File: src/rtl/mux_4to1_rr_collector_pkg.sv
// Shared definitions for the 4-to-1 round-robin collector: channel counts,
// arbiter state encoding and the rotating-priority pick function.
package mux_pkg;

    localparam int NUM_CH = 4;
    localparam int SEL_W  = 2;

    typedef enum logic {
        IDLE,
        LOCKED
    } arb_state_t;

    // Returns {found, idx}: the first valid channel at or after ptr, wrapping mod 4.
    // Scanning from the far end means the nearest valid channel is written last and wins.
    function automatic logic [SEL_W:0] rr_pick(
        input logic [NUM_CH-1:0] valid,
        input logic [SEL_W-1:0]  ptr
    );
        logic [SEL_W-1:0] cand;
        logic [SEL_W:0]   pick;
        pick = '0;
        for (int i = NUM_CH - 1; i >= 0; i--) begin
            cand = ptr + SEL_W'(i);
            if (valid[cand]) begin
                pick = {1'b1, cand};
            end
        end
        return pick;
    endfunction

endpackage

File: src/rtl/mux_4to1_rr_collector_arbiter.sv
// Round-robin arbiter for four channels: combinational pick starting at the
// priority pointer, plus the pointer register that the collector advances.
module rr_arbiter4
    import mux_pkg::*;
(
    input  logic              clk,
    input  logic              rst_n,
    input  logic [NUM_CH-1:0] valid,
    input  logic              advance,
    input  logic [SEL_W-1:0]  base,
    output logic              found,
    output logic [SEL_W-1:0]  winner
);

    logic [SEL_W-1:0] ptr;
    logic [SEL_W:0]   pick;

    always_comb begin
        pick   = rr_pick(valid, ptr);
        found  = pick[SEL_W];
        winner = pick[SEL_W-1:0];
    end

    // Priority moves to the channel after the one just served; 3+1 wraps to 0.
    always_ff @(posedge clk) begin
        if (!rst_n) begin
            ptr <= '0;
        end else if (advance) begin
            ptr <= base + SEL_W'(1);
        end
    end

endmodule

File: src/rtl/mux_4to1_rr_collector.sv
// Collects beats from four valid/ready source channels onto one registered
// output stream tagged with the source index, using round-robin with burst locking.
module mux_4to1_rr_collector
    import mux_pkg::*;
#(
    parameter int DATA_W = 8,
    parameter int BURST  = 2
) (
    input  logic                     clk,
    input  logic                     rst_n,
    input  logic [NUM_CH*DATA_W-1:0] in_data,
    input  logic [NUM_CH-1:0]        in_valid,
    output logic [NUM_CH-1:0]        in_ready,
    output logic [DATA_W-1:0]        out_data,
    output logic [SEL_W-1:0]         out_sel,
    output logic                     out_valid,
    input  logic                     out_ready
);

    arb_state_t       state;
    logic [SEL_W-1:0] cur;
    logic [3:0]       cnt;

    logic              load;
    logic              found;
    logic [SEL_W-1:0]  winner;
    logic [SEL_W-1:0]  grant;
    logic              accept;
    logic              ptr_adv;
    logic [DATA_W-1:0] ch_data [NUM_CH];
    logic [DATA_W-1:0] grant_data;

    rr_arbiter4 u_arb (
        .clk     (clk),
        .rst_n   (rst_n),
        .valid   (in_valid),
        .advance (ptr_adv),
        .base    (grant),
        .found   (found),
        .winner  (winner)
    );

    always_comb begin
        for (int c = 0; c < NUM_CH; c++) begin
            ch_data[c] = in_data[c*DATA_W +: DATA_W];
        end
    end

    // Only the granted channel may see ready, and only when the output slot can take a beat.
    always_comb begin
        load       = ~out_valid | out_ready;
        grant      = (state == IDLE) ? winner : cur;
        grant_data = ch_data[grant];
        in_ready   = '0;
        if (rst_n) begin
            if (state == IDLE) begin
                if (found) begin
                    in_ready[winner] = load;
                end
            end else begin
                in_ready[cur] = load;
            end
        end
        accept = |(in_valid & in_ready);
    end

    // Pointer rotation: after every beat when bursts are disabled, otherwise
    // when a burst is exhausted or the locked channel drops its valid.
    always_comb begin
        ptr_adv = 1'b0;
        if (rst_n) begin
            case (state)
                IDLE: begin
                    if (BURST == 1 && accept) begin
                        ptr_adv = 1'b1;
                    end
                end
                LOCKED: begin
                    if (!in_valid[cur]) begin
                        ptr_adv = 1'b1;
                    end else if (accept && cnt == 4'(BURST - 1)) begin
                        ptr_adv = 1'b1;
                    end
                end
                default: ptr_adv = 1'b0;
            endcase
        end
    end

    // Output register and burst FSM; a new beat may load in the same cycle the old one drains.
    always_ff @(posedge clk) begin
        if (!rst_n) begin
            state     <= IDLE;
            cur       <= '0;
            cnt       <= '0;
            out_valid <= 1'b0;
            out_data  <= '0;
            out_sel   <= '0;
        end else begin
            if (accept) begin
                out_data  <= grant_data;
                out_sel   <= grant;
                out_valid <= 1'b1;
            end else if (out_ready) begin
                out_valid <= 1'b0;
            end

            case (state)
                IDLE: begin
                    if (accept && BURST > 1) begin
                        cur   <= winner;
                        cnt   <= 4'd1;
                        state <= LOCKED;
                    end
                end
                LOCKED: begin
                    if (!in_valid[cur]) begin
                        state <= IDLE;
                    end else if (accept) begin
                        cnt <= cnt + 4'd1;
                        if (cnt == 4'(BURST - 1)) begin
                            state <= IDLE;
                        end
                    end
                end
                default: state <= IDLE;
            endcase
        end
    end

endmodule

File: config.mk
export PLATFORM = sky130hd
export DESIGN_NAME = mux_4to1_rr_collector
export DESIGN_NICKNAME = d
export VERILOG_FILES = /design/src/rtl/mux_4to1_rr_collector_pkg.sv /design/src/rtl/mux_4to1_rr_collector_arbiter.sv /design/src/rtl/mux_4to1_rr_collector.sv
export SDC_FILE = /design/constraint.sdc
export NUM_CORES = 1
export LEC_CHECK = 0
export ABC_AREA = 1
export CORE_MARGIN = 5
export CORE_UTILIZATION = 63
export CTS_CLUSTER_DIAMETER = 60
export DETAILED_ROUTE_END_ITERATION = 10
export DONT_BUFFER_PORTS = 1
export PLACE_DENSITY = 0.82
export SLEW_MARGIN = 20
export SYNTH_ARGS = -nofsm -noshare
export SYNTH_HDL_FRONTEND = slang
export SYNTH_HIERARCHICAL = 1
export SYNTH_SLANG_ARGS = --single-unit
File: constraint.sdc
create_clock -name clk -period 3.65 [get_ports clk]
set_clock_uncertainty 0.2 [all_clocks]
set_input_delay 0.73 -clock clk [delete_from_list [all_inputs] [get_ports clk]]
set_output_delay 0.73 -clock clk [all_outputs]
set_load 0.1 [all_outputs]
==> flow_summary.ini, run 1 <==
[clock_tree]
ctsResizeCount = 0
h-tree-depth = 1
path_clk_slew_ns = 0.12
cts_root_buf = clkbuf_4
insertion_delay_ns = 0.31
clock-sinks = 20
cts_hold_buf = 0
cts_setup_buffers = 0
cts_buffers = 3
clockBufferDepth = 2
cts_tree = built

[sta]
timing.setup.tns_ns = 0
min_period_over_period = 0.913
rsz0062_at_grt = no
finalSetupViolCount = 0
hold_viol_final = 0
timing.fmax_mhz = 300
final.min_clock_period_ns = 3.33
worst_pin_slew_ns = 1.00
slew_violations = 0
slew_headroom = 0.331

[grt]
grt_use_total = 0.217
antenna_found_initial = 0
grt_max_degree = 27
grt_pass1_wl_um = 6000
grt_pass1_vias = 1479
grt_overflow = 0

[critical_path]
arrival_ns = 2.40
crit_path_max_incr_delay_ns = 0.56
cp.required_ns = 2.72
crit_fanout = 12
crit_type = register to output port
crit_chain = inv_1 -> nand2_1 -> and2_2 -> nand2_1 -> nand2_1 -> inv_1 -> nand2_1 -> nand2_1 -> nand2_1 -> inv_1 -> nor2_1 -> nand2_1 -> a21oi_2 -> buf_4
cp-end-kind = output port
crit_top_cell = nand2_1
cp-start-kind = register
cp_slowest_cell = dfxtp_1

[floorplanning]
dieHeight_um = 59.6
start_util = 0.644
die-area_mm2 = 0.00356
num_rows = 18
io_pins = 54
coreArea_mm2 = 0.00241
die_w_um = 59.6

[route]
dr.pass1.iters = 4
wl_per_cell_um = 11.8
drt_iter0_drc = 76
drc = 0
via_per_inst = 5.34
drtAntennaViolNets = 0
drt_wl_total_um = 3550
vias = 1608

[status]
status = finished clean

[synthesis]
synth_area_leader_cell = dfxtp_1
synthDominantCellAreaShare = 0.258
ys_ff_latch = 20
avgSynthCellArea_um2 = 5.77
syn-cell-area_mm2 = 0.00155
seq_area_frac_synth = 0.258
synth_cell_types = 27
synth_area_leaders = dfxtp_1 (26%), nand2_1 (19%), nor2_1 (11%)
synth_nets = 310
syn_inst = 269
yosys_warnings = 6

[cells_and_area]
drive_above_1_share = 0.0886
layout-area-overhead-vs-synth_pct = 4.27
finish.instance_area_mm2 = 0.00162
final_nets = 313
fin_util = 0.672
antenna_cells = 0

[place]
placed_area_mm2 = 0.00158
numPortBuffers = 0
dp.final_hpwl_um = 2690
gp_congestion = 0.945

[power]
irDropWorstVdd_mv = 0.672
p_per_area_mw_per_mm2 = 916
leakage_uw = 0.000799

[job]
maxCapViolCount = 0

[worst_hold_path]
hold_path_class = register to register
[critical path, delay by kind of cell, from the launching register on]
family | cells | cell delay [ns]
and+or+nand+nor | 9 | 0.85
AOI/OAI and AO/OA | 1 | 0.12
buffers and inverters | 4 | 0.55
DFF | 1 | 0.56
[cell usage in the layout, fill, tap and decap left out, drive strengths merged, types with 2 or more instances in the layout]
master	Yosys	routed
dfxtp	20	20
o211ai	5	5
nor2	48	48
a21oi	14	14
nand3	21	21
buf	7	5
nand2	82	82
ha	2	2
xor2	2	2
inv	40	40
clkbuf	0	4
o21ai	21	21
o22ai	2	2
[path summary, 6_finish.rpt]
path                start           end  slack [ns]  cells past startpoint
max          u_arb/ptr[0]   in_ready[3]        0.32                     14
min                cnt[1]        cnt[1]        0.31                      2
max reg2reg  u_arb/ptr[0]  u_arb/ptr[1]        0.63                     23
min reg2reg        cnt[1]        cnt[1]        0.31                      2
[state kept, by name (all words and copies together), names as in the netlist]
signal / count
out_data: 8
cnt: 4
cur: 2
out_sel: 2
u_arb/ptr: 2
out_valid: 1
state: 1
[layer usage]
layer  wire length [um]  track usage  up-vias  share of wire
li1                   -            -      845              -
met3                289       0.0458        7          0.081
met1               1510        0.264      700           0.42
met5                  0            0        -              0
met4                 69       0.0981        0          0.019
met2               1680        0.363       56           0.47
[Yosys cell counts, drive strengths merged]
cell and instances:
o211ai 5, o21ai 21, a21boi 1, ha 2, dfxtp 20, nand2 82, and2 1, o22ai 2
a21oi 14, nand3 21, inv 40, o2111ai 1, buf 7, xor2 2, nor3 1, xnor2 1
nor2 48
[stage by stage]
stage	worst slack (ns)	hold slack [ns]	total power [uW]	cells
finish	0.316	0.314	1480	301
global route	0.0515	0.314	1600	301
CTS	0.322	0.310	1490	301
detailed placement	0.499	0.298	1360	297
global placement	0.527	0.290	1350	297
floorplan	0.108	0.268	1260	269
[report_power, final]
| group | internal [uW] | switching, uW | leakage (uW) |
|---|---|---|---|
| logic | 218 | 501 | 0.000615 |
| registers | 279 | 354 | 0.000164 |
| clock network | 61.0 | 70.2 | 0.0000210 |
| total | 558 | 925 | 0.000799 |
[layout make-up]
type	instances	area, um2
inverters	40	150
clock buffers	4	36.3
well taps	30	37.5
multi-input cells	202	957
repair buffers	5	37.5
fillers	219	791
flip-flops and latches	20	400
[cells by family after synthesis]
group	Yosys count	synth area share
adders and majority gates	2	0.0161
buffers and inverters	47	0.135
xor gates and xnor gates	3	0.0169
DFF	20	0.258
and+or+nand+nor	153	0.406
AOI/OAI and AO/OA	44	0.168
No activity file was read; power rests on OpenSTA's default activity.
==> run 2: changes to the inputs <==
ABC_AREA = not set   (was 1)
CORE_UTILIZATION = 65   (was 63)
PLACE_DENSITY = 0.84   (was 0.82)
clock period = 4.23 ns   (was 3.65 ns; I/O delays follow)
==> run 2 against run 1 <==
Area after synthesis is 11% lower. Sequential share of layout area is 2.8 points higher. Final area is 10% lower. Cell count is 38% lower. Critical endpoint is now in_ready[2].
==> flow_summary.ini, run 2 <==
[sta]
final.min_clock_period_ns = 3.57
min_period_over_period = 0.845
finalSetupViolCount = 0
timing.setup.tns_ns = 0
hold_viol_final = 0
slew_violations = 0
rsz0062_at_grt = no
hold_ws_ns = 0.359
setup_slack_ns = 0.656
timing.fmax_mhz = 280
worst_pin_slew_ns = 0.997
slew_headroom = 0.334

[critical_path]
crit_top_cell = a21oi_1
crit_chain = a21oi_1 -> o21ai_0 -> a21oi_1 -> and4bb_2 -> o211a_1
crit_fanout = 6
cp_slowest_cell = o211a_1
cp-end-kind = output port
cp-start-kind = primary input
cp.required_ns = 3.18
crit_type = primary input to output port
crit_path_max_incr_delay_ns = 0.70
arrival_ns = 2.53

[route]
drt_iter0_drc = 30
drc = 0
wl_per_cell_um = 17.7
drt_wl_total_um = 3310
vias = 1223
dr.pass1.iters = 4
drtAntennaViolNets = 0
via_per_inst = 6.54

[power]
p_per_area_mw_per_mm2 = 561
p_total_uw = 816
irDropWorstVdd_mv = 0.453
leakage_uw = 0.000602
p_clk_frac = 0.134
p_sw_frac = 0.532
seqPwrFrac = 0.530
switching_power_uw = 434
p_comb_frac = 0.335
internal-power_uw = 382

[cells_and_area]
top_register = out_data
layout_common_cells = nand2_1 (23), dfxtp_1 (20), mux2_2 (11), a21oi_1 (9), o21ai_1 (8)
largest_reg_flops = 8
antenna_cells = 0
drive_above_1_share = 0.250
final_common_cell = nand2_1
final_nets = 202
fin_util = 0.727
top_regs = out_data x8, cnt x4
layout-area-overhead-vs-synth_pct = 5.34

[grt]
antenna_found_initial = 0
grt_overflow = 0
grt_use_total = 0.215
grt_pass1_vias = 1285
grt_max_degree = 28
grt_pass1_wl_um = 5460

[synthesis]
yosys_warnings = 6
synth_common_cells = nand2_1 (23), dfxtp_1 (20), mux2_2 (11)
seq_area_frac_synth = 0.290
yosysMostFrequentCell = nand2_1
ys.flop_type = dfxtp_1
async_flop_share = 0
ys_ff_latch = 20
synth_nets = 199
synth_edf_count = 0
syn-cell-area_mm2 = 0.00138
synth_cell_types = 41
synthDominantCellAreaShare = 0.290
synth_area_leaders = dfxtp_1 (29%), mux2_2 (9.0%), nand2_1 (6.3%)
synth_area_leader_cell = dfxtp_1
syn_inst = 158
avgSynthCellArea_um2 = 8.74

[clock_tree]
clockBufferDepth = 2
cts_hold_buf = 0
ctsResizeCount = 0
cts_setup_buffers = 0
h-tree-depth = 1
path_clk_slew_ns = 0.11
cts_root_buf = clkbuf_4
cts_buffers = 3
clock-sinks = 20
cts_tree = built
insertion_delay_ns = 0.30

[floorplanning]
die-area_mm2 = 0.00315
coreArea_mm2 = 0.00200
die_w_um = 56.1
start_util = 0.690
dieHeight_um = 56.1
io_pins = 54
num_rows = 16

[place]
dp.final_hpwl_um = 2530
preCtsSetupSlack_ns = 0.704
gp_congestion = 0.928
numPortBuffers = 0

[status]
status = finished clean

[job]
maxCapViolCount = 0

[worst_hold_path]
hold_path_class = register to register
==> run 2: power by group through the flow <==
| stage | combinational, uW | sequential [uW] | clock (uW) |
|---|---|---|---|
| floorplan | 235 | 429 | 0 |
| global placement | 262 | 434 | 0 |
| detailed placement | 272 | 435 | 0 |
| CTS | 273 | 432 | 113 |
| global route | 299 | 439 | 122 |
| finish | 274 | 433 | 110 |
==> run 2: worst max-delay path, delay by kind of cell <==
family / cells / cell delay, ns
AOI/OAI and AO/OA: 4 / 1.34
and+or+nand+nor: 1 / 0.33
==> run 2: kinds of logic (layout without fill, tap and decap cells) <==
family,after synthesis,in the layout,synth area share
buffers and inverters,17,19,0.0598
multiplexers,19,19,0.159
AND/OR/NAND/NOR,54,54,0.221
AO/OA/AOI/OAI,45,45,0.245
flip-flops,20,20,0.290
adder cells (fa/ha/maj),2,2,0.0181
XOR/XNOR,1,1,0.00634
==> run 2: final cells by class <==
| type | count | area, um2 |
|---|---|---|
| clock buffers | 4 | 36.3 |
| flip-flops and latches | 20 | 400 |
| multi-input cells | 121 | 910 |
| repair buffers | 5 | 37.5 |
| inverters | 10 | 37.5 |
| well taps | 27 | 33.8 |
| fillers | 162 | 547 |
==> run 2: final timing paths <==
kind,from,cells after the start,endpoint,slack [ns]
worst min register to register,cnt[3],1,cnt[3],0.36
worst min-delay path,cnt[3],1,cnt[3],0.36
worst max register to register,u_arb/ptr[0],9,cnt[2],1.43
worst max-delay path,in_valid[0],5,in_ready[2],0.66
==> run 2: per-stage QoR <==
step	std cells	cell area [um2]
4_1_cts	187	1450
3_3_place_gp	183	1420
5_1_grt	187	1460
6_report	187	1460
3_5_place_dp	183	1420
2_1_floorplan	158	1380
==> run 2: metal layers <==
metal,global-route usage,vias to the layer above,wire (um),part of all wire
li1,-,590,-,-
met1,0.243,560,1360,0.41
met2,0.351,61,1570,0.47
met3,0.0719,12,277,0.084
met4,0.122,0,104,0.031
met5,0,-,0,0
==> run 3: changes to the inputs <==
CORE_UTILIZATION = 56   (was 65)
PLACE_DENSITY = 0.77   (was 0.84)
clock period = 3.1 ns   (was 4.23 ns; I/O delays follow)
==> run 3 against run 2 <==
Clock power is 35% higher. Via count fell by 2.2%. Wire length is 2.2% lower. Die area up 13%. Core utilization fell by 9.8 points. Clock-buffer cell count stayed put. Global-route usage fell by 1.3 points. Sequential share of layout area shrank 1.1 points.
==> flow_summary.ini, run 3 (synthesis results as in run 2) <==
[clock_tree]
path_clk_slew_ns = 0.11
cts_setup_buffers = 0
cts_hold_buf = 0
cts_root_buf = clkbuf_4
ctsResizeCount = 0
cts_tree = built
clockBufferDepth = 2
cts_buffers = 3
insertion_delay_ns = 0.30
clock-sinks = 20
h-tree-depth = 1

[route]
vias = 1196
drc = 0
via_per_inst = 6.16
wl_per_cell_um = 16.7
drt_iter0_drc = 73
drt_wl_total_um = 3240
drtAntennaViolNets = 0
dr.pass1.iters = 4

[cells_and_area]
top_register = out_data
final_nets = 206
layout_common_cells = nand2_1 (23), dfxtp_1 (20), mux2_2 (11), a21oi_1 (9), o21ai_1 (8)
final_common_cell = nand2_1
antenna_cells = 0
fill_cells = 213
fin_util = 0.629
drive_above_1_share = 0.262
layout-area-overhead-vs-synth_pct = 9.69
largest_reg_flops = 8
top_regs = out_data x8, cnt x4
instances_no_fill = 194

[grt]
grt_max_degree = 28
grt_pass1_vias = 1216
grt_pass1_wl_um = 5540
antenna_found_initial = 0
met2_usage = 0.298
busiest_layer = met2
grt_use_total = 0.202
grt_use_met1 = 0.263
grt_overflow = 0
grt_use_met3 = 0.0713

[critical_path]
crit_chain = inv_2 -> a221o_1 -> a21oi_1 -> and4bb_2 -> o211a_1 -> buf_4
cp.required_ns = 2.28
path_delay_family = compound AO/OA/AOI/OAI gates
crit_fanout = 4
path_buf_inv = 2
timing.rr.start = u_arb/ptr[0]
arrival_ns = 2.07
cp_slowest_cell = dfxtp_1
crit_type = register to output port
cp-start-kind = register
crit_path_max_incr_delay_ns = 0.40
cp-end-kind = output port
crit_path_start = u_arb/ptr[0]

[floorplanning]
coreArea_mm2 = 0.00241
num_rows = 18
die-area_mm2 = 0.00356
start_util = 0.573
dieHeight_um = 59.7
io_pins = 54
die_w_um = 59.7

[place]
gp_congestion = 0.850
dp.final_hpwl_um = 2550
placedCellCount = 190
numPortBuffers = 0

[status]
status = finished clean

[sta]
slew_headroom = 0.340
finalSetupViolCount = 0
hold_viol_final = 0
final.min_clock_period_ns = 2.89
worst_pin_slew_ns = 0.989
timing.fmax_mhz = 346
rsz0062_at_grt = no
min_period_over_period = 0.932
slew_violations = 0

[job]
maxCapViolCount = 0

[power]
p_per_area_mw_per_mm2 = 745
leakage_uw = 0.000627
irDropWorstVdd_mv = 0.610

[worst_hold_path]
hold_path_class = primary input to register
worstHoldStart = rst_n
run 3: layer usage:
metal | up-vias | routed length, um
li1 | 593 | -
met1 | 548 | 1430
met2 | 47 | 1480
met3 | 8 | 277
met4 | 0 | 47
met5 | - | 0
run 3: through the flow:
step | setup WS (ns) | hold WS, ns | total power (uW) | cell area [um2] | TNS, ns
3_5_place_dp | 0.267 | 0.321 | 983 | 1480 | 0
6_report | 0.209 | 0.250 | 1130 | 1520 | 0
2_1_floorplan | -0.117 | 0.293 | 911 | 1390 | -0.117
5_1_grt | 0.0719 | 0.234 | 1190 | 1520 | 0
3_3_place_gp | 0.371 | 0.318 | 969 | 1480 | 0
4_1_cts | 0.206 | 0.243 | 1130 | 1520 | 0
run 3: final timing paths:
check / slack [ns] / cells past startpoint / end
max: 0.21 / 6 / in_ready[2]
min reg2reg: 0.35 / 1 / cnt[3]
max reg2reg: 0.47 / 9 / cnt[2]
min: 0.25 / 2 / out_data[2]
run 3: area by class of cell:
type,count,area [um2],share of cell area
multi-input cells,121,911,0.601
flip-flops and latches,20,400,0.264
repair buffers,9,92.6,0.0611
inverters,10,37.5,0.0248
well taps,30,37.5,0.0248
clock buffers,4,36.3,0.0239
run 3: power breakdown:
| part | leakage (uW) | internal, uW | switching (uW) |
|---|---|---|---|
| Combinational | 0.000442 | 158 | 230 |
| Clock | 0.0000210 | 71.6 | 77.8 |
| Sequential | 0.000164 | 305 | 286 |
| Total | 0.000627 | 534 | 594 |
run 3: worst register-to-register path: stages (launching register included):
cell	delay [ns]
dfxtp_1	0.40
inv_2	0.05
a221o_1	0.30
a21oi_1	0.29
and4bb_2	0.29
o21ai_2	0.09
a41oi_4	0.22
buf_4	0.30
o21ai_1	0.11
a32o_1	0.27
